**src/rtl/generation_scheduler.sv**
```systemverilog
// ============================================================================
// Module   : generation_scheduler
// Purpose  : Steps one Game-of-Life generation row by row through the line
//            buffer, then swaps ping-pong banks on the next frame boundary.
// Revision : 1.0 - initial release
// ============================================================================
`default_nettype none

module generation_scheduler #(
    parameter int ROWS  = 720,
    parameter int ROW_W = 10,
    parameter int GEN_W = 16
) (
    input  logic             out_stream_aclk,
    input  logic             periph_resetn,
    input  logic             run,
    input  logic             step,
    input  logic             clear,
    input  logic             frame_done,
    input  logic             row_valid,
    output logic             calc_flag,
    output logic [ROW_W-1:0] calc_row,
    output logic             read_bank,
    output logic             write_bank,
    output logic             busy,
    output logic             gen_done,
    output logic [GEN_W-1:0] gen_count
);

    typedef enum logic [1:0] {
        ST_IDLE      = 2'd0,
        ST_CALC      = 2'd1,
        ST_WAIT_SWAP = 2'd2
    } state_t;

    localparam logic [ROW_W-1:0] C_LAST_ROW = ROW_W'(ROWS - 1);

    state_t             state_q,     state_d;
    logic               calc_flag_q, calc_flag_d;
    logic [ROW_W-1:0]   calc_row_q,  calc_row_d;
    logic               read_bank_q, read_bank_d;
    logic               gen_done_q,  gen_done_d;
    logic [GEN_W-1:0]   gen_count_q, gen_count_d;

    always_ff @(posedge out_stream_aclk or negedge periph_resetn) begin
        if (!periph_resetn) begin
            state_q     <= ST_IDLE;
            calc_flag_q <= 1'b0;
            calc_row_q  <= '0;
            read_bank_q <= 1'b0;
            gen_done_q  <= 1'b0;
            gen_count_q <= '0;
        end else begin
            state_q     <= state_d;
            calc_flag_q <= calc_flag_d;
            calc_row_q  <= calc_row_d;
            read_bank_q <= read_bank_d;
            gen_done_q  <= gen_done_d;
            gen_count_q <= gen_count_d;
        end
    end

    always_comb begin
        state_d     = state_q;
        calc_flag_d = calc_flag_q;
        calc_row_d  = calc_row_q;
        read_bank_d = read_bank_q;
        gen_done_d  = 1'b0;
        gen_count_d = gen_count_q;

        if (clear) begin
            state_d     = ST_IDLE;
            calc_flag_d = 1'b0;
            calc_row_d  = '0;
            read_bank_d = 1'b0;
            gen_count_d = '0;
        end else begin
            case (state_q)
                ST_IDLE: begin
                    if (run || step) begin
                        state_d     = ST_CALC;
                        calc_flag_d = 1'b1;
                        calc_row_d  = '0;
                    end
                end
                ST_CALC: begin
                    if (row_valid) begin
                        if (calc_row_q == C_LAST_ROW) begin
                            state_d     = ST_WAIT_SWAP;
                            calc_flag_d = 1'b0;
                            calc_row_d  = '0;
                        end else begin
                            calc_row_d = calc_row_q + 1'b1;
                        end
                    end
                end
                ST_WAIT_SWAP: begin
                    // Swapping only here keeps the display bank stable mid-frame.
                    if (frame_done) begin
                        state_d     = ST_IDLE;
                        read_bank_d = ~read_bank_q;
                        gen_count_d = gen_count_q + 1'b1;
                        gen_done_d  = 1'b1;
                    end
                end
                default: begin
                    state_d     = ST_IDLE;
                    calc_flag_d = 1'b0;
                    calc_row_d  = '0;
                end
            endcase
        end
    end

    assign calc_flag  = calc_flag_q;
    assign calc_row   = calc_row_q;
    assign read_bank  = read_bank_q;
    assign write_bank = ~read_bank_q;
    assign busy       = (state_q != ST_IDLE);
    assign gen_done   = gen_done_q;
    assign gen_count  = gen_count_q;

endmodule

`default_nettype wire
```
**config.mk**
```make
export PLATFORM = sky130hd
export DESIGN_NAME = generation_scheduler
export DESIGN_NICKNAME = d
export VERILOG_FILES = /design/src/rtl/generation_scheduler.sv
export SDC_FILE = /design/constraint.sdc
export NUM_CORES = 1
export LEC_CHECK = 0
export ABC_AREA = 1
export CORE_MARGIN = 4
export CORE_UTILIZATION = 50
export CTS_CLUSTER_SIZE = 25
export DETAILED_ROUTE_END_ITERATION = 16
export PLACE_DENSITY = 0.9
export SETUP_SLACK_MARGIN = 0.5
export SYNTH_ARGS = -nofsm -noshare
export SYNTH_HDL_FRONTEND = slang
export SYNTH_SLANG_ARGS = --single-unit
```
**constraint.sdc**
```tcl
create_clock -name out_stream_aclk -period 3.9 [get_ports out_stream_aclk]
set_input_delay 0.39 -clock out_stream_aclk [delete_from_list [all_inputs] [get_ports out_stream_aclk]]
set_output_delay 0.39 -clock out_stream_aclk [all_outputs]
set_load 0.005 [all_outputs]
```
==> impl_results.md <==
- Synth Flop Type: sky130_fd_sc_hd__dfrtp_1
- Synthesis warning total: 0
- Post-route core utilization: 69.5%
- Post-Syn Area per Cell: 7.31 um2
- Drt via density: 5.00
- RePlAce Congestion: 0.844
- Antenna Violating Nets Remaining: 0
- Leak Pwr: 0.984 nW
- Die area: 4400 um2
- Library cell occupying the most area in the post-synthesis netlist: sky130_fd_sc_hd__dfrtp_1
- Final worst path period share: 49.4%
- CTS-repair resized insts: 0
- Total number of clock tree sinks: 31
- Relative slew slack: 74.4%
- Final wirelength: 3.84 mm
- Clock insertion delay at the later pin of the skew report: 330 ps
- Signed area change from the synthesized netlist to the final layout: 28.7%
- Power density over the cells: 375 nW/um2
- Filler cells: 255
- Crit path buf inv count: 2
- Critical path type: flop to output port
- Pins Over Slew Limit: 0
- Setup repair after global routing missed its margin: no
- All-Layer GR Usage: 19.6%
- Average wire per cell in the routed design: 12.0 um
- Synth unique cells: 23
- Class of the most critical hold timing path: primary input to async pin
- Placed Cells: 312
- Share of cells above drive strength 1: 7.25%
- Worst path slowest cell: sky130_fd_sc_hd__clkdlybuf4s50_1
- Crit-path leading delay family: buffers and inverters
- Post-layout instance count excluding filler cells: 320
- Final setup slack of the worst path: 1970 ps
- Launching element type of the critical path: flop
- Net count of the finished layout: 284
- Data arrival time of the critical path: 1540 ps
- Cell area after synthesis: 1700 um2
- Htree depth: 2
- Wire length of the first global-routing pass: 6.68 mm
- Pre-CTS setup slack: 1690 ps
- Number of synthesized register bits: 31
- Number of buffers inserted for hold repair after clock tree synthesis: 0
- Total vias in the final route: 1599
- Top post-synthesis cells by count: 63 x sky130_fd_sc_hd__nand2_1, 36 x sky130_fd_sc_hd__nor2_1, 31 x sky130_fd_sc_hd__dfrtp_1
- Share of synthesized flip-flops with an asynchronous set or reset: 100%
- Vias in the first global route: 1507
- Multi-input combinational cell area: 785 um2
- Die X-Extent: 66.4 um
- Post-synth EDFFs: 0
- Input/output buffers: 37
- Synthesized instance count: 233
- Cell at the root of the clock tree: sky130_fd_sc_hd__clkbuf_4
- Crit path time final: 1930 ps
- Clock Skew: 7.31 ps
- Syn_nets: 242
- Peak ir drop on the vdd network: 0.000224 V
- Post-CTS clock slew at the launch and capture registers of the worst setup and hold paths: 100 ps
- Number of CTS-inserted buffers: 5
- Minimum hold slack: 439 ps
- I/O pin count: 38
- Ranking of synthesized cells by area: sky130_fd_sc_hd__dfrtp_1 46%, sky130_fd_sc_hd__nand2_1 14%, sky130_fd_sc_hd__nor2_1 7.9%
- Outcome: complete, no violations
- Placeable core region: 3150 um2
- Number of violations of the max-capacitance limit: 0
- Setup bufs post-CTS: 0
- 1st-pass router iterations: 4
- Number of antenna violations at the first check in global routing: 0
- Remaining global-route overflow: 0
- Area fraction of the dominant cell type after synthesis: 45.6%
- Slowest cell delay on critical path: 450 ps
- Maximum number of pins on one net before global-route repair: 32
- Cell with the most instances after synthesis: sky130_fd_sc_hd__nand2_1
- Peak fanout along the critical path: 5
- Endpoints failing setup: 0
- Diodes inserted: 0
- Placement Rows: 20
- Post-route DRC violation count: 0
- Die outline height: 66.4 um
- Final hold violations: 0
- First DRT Iteration DRCs: 93
- Kind of end point of the critical path: output port
- Max Clk Rate: 0.519 GHz
- Worst EP required: 3510 ps
- CTS tree: done
- CTS Buffer Depth: 2
- Setup Total Neg Slack: 0 ps
- DP HPWL: 2.85 mm
- Sequential share of the synthesized area: 45.6%
- Register area: 776 um2
- Least-Margin Pin Slew: 383 ps
- Critical path, cell by cell: nor2_1 > inv_1 > clkdlybuf4s50_1
- Starting Density: 54.0%
==> cells in the final DEF (no fill, tap or decap), types with 2 or more instances in the layout <==
master,count
sky130_fd_sc_hd__nand2_1,63
sky130_fd_sc_hd__clkdlybuf4s50_1,37
sky130_fd_sc_hd__nor2_1,36
sky130_fd_sc_hd__dfrtp_1,31
sky130_fd_sc_hd__inv_1,28
sky130_fd_sc_hd__nand3_1,16
sky130_fd_sc_hd__o21ai_0,11
sky130_fd_sc_hd__nand4_1,6
sky130_fd_sc_hd__a21oi_1,6
sky130_fd_sc_hd__nor2_2,5
sky130_fd_sc_hd__nor3_1,5
sky130_fd_sc_hd__o21ai_1,5
sky130_fd_sc_hd__clkbuf_4,5
sky130_fd_sc_hd__nand2_2,3
sky130_fd_sc_hd__o21bai_1,3
sky130_fd_sc_hd__xnor2_1,2
sky130_fd_sc_hd__inv_2,2
sky130_fd_sc_hd__a31oi_1,2
sky130_fd_sc_hd__ha_1,2
==> layout make-up <==
cell class                      count  share of cell area (%)
Inverter                           30                    5.14
Tap cell                           44                    2.51
Timing Repair Buffer               38                    17.2
Clock inverter                      2                    1.60
Multi-Input combinational cell    169                    35.8
Clock buffer                        6                    2.34
Sequential cell                    31                    35.4
==> metal layers <==
layer  global-route usage (%)  routed length [um]  vias to the layer above
li1                         -                   -                      832
met1                     25.8                1790                      714
met2                     31.0                1790                       46
met3                     3.74                 182                        7
met4                     9.14                  71                        0
met5                        0                   0                        -
==> metrics by stage <==
stage / power, mW / instance area (um2)
global route: 0.873 / 2190
floorplan: 0.491 / 1700
CTS: 0.825 / 2190
global placement: 0.561 / 2110
detailed placement: 0.565 / 2110
finish: 0.821 / 2190
==> worst register-to-register path, delay by kind of cell, from the launching register on <==
kind / cells / cell delay (ps)
buffers and inverters: 2 / 160
DFF: 1 / 440
and+or+nand+nor: 6 / 910
==> power breakdown <==
| group | internal [mW] | total [mW] | leakage (nW) | switching (mW) |
|---|---|---|---|---|
| combinational | 0.0770 | 0.197 | 0.507 | 0.120 |
| clock | 0.151 | 0.261 | 0.0482 | 0.110 |
| sequential | 0.343 | 0.363 | 0.429 | 0.0200 |
==> sequential cells by signal, summed over array words and instances, names as in the netlist <==
| name | cells |
|---|---|
| calc_flag | 1 |
| calc_row | 10 |
| gen_count | 16 |
| gen_done | 1 |
| read_bank | 1 |
| state_q | 2 |
==> kinds of logic (layout without fill, tap and decap cells) <==
logic type	count (synthesis)	count (layout)	synth area share [%]
simple gates	135	135	33.7
buf+inv	33	76	8.38
flops	31	31	45.6
xor+xnor	2	2	1.03
fa+ha+maj	2	2	1.47
compound gates	30	30	9.85
==> worst paths after layout <==
path                            cells after the start  slack (ps)           from            to
worst min-delay path                                2         440  periph_resetn  gen_count[9]
max in group asynchronous                           2        3180  periph_resetn   calc_row[1]
worst max register to register                      8        2290     state_q[1]    state_q[0]
worst min register to register                      2         510      calc_flag     calc_flag
worst max-delay path                                3        1970     state_q[1]          busy
min in group out_stream_aclk                        2         510      calc_flag     calc_flag
(Power assumes the default switching activity.)
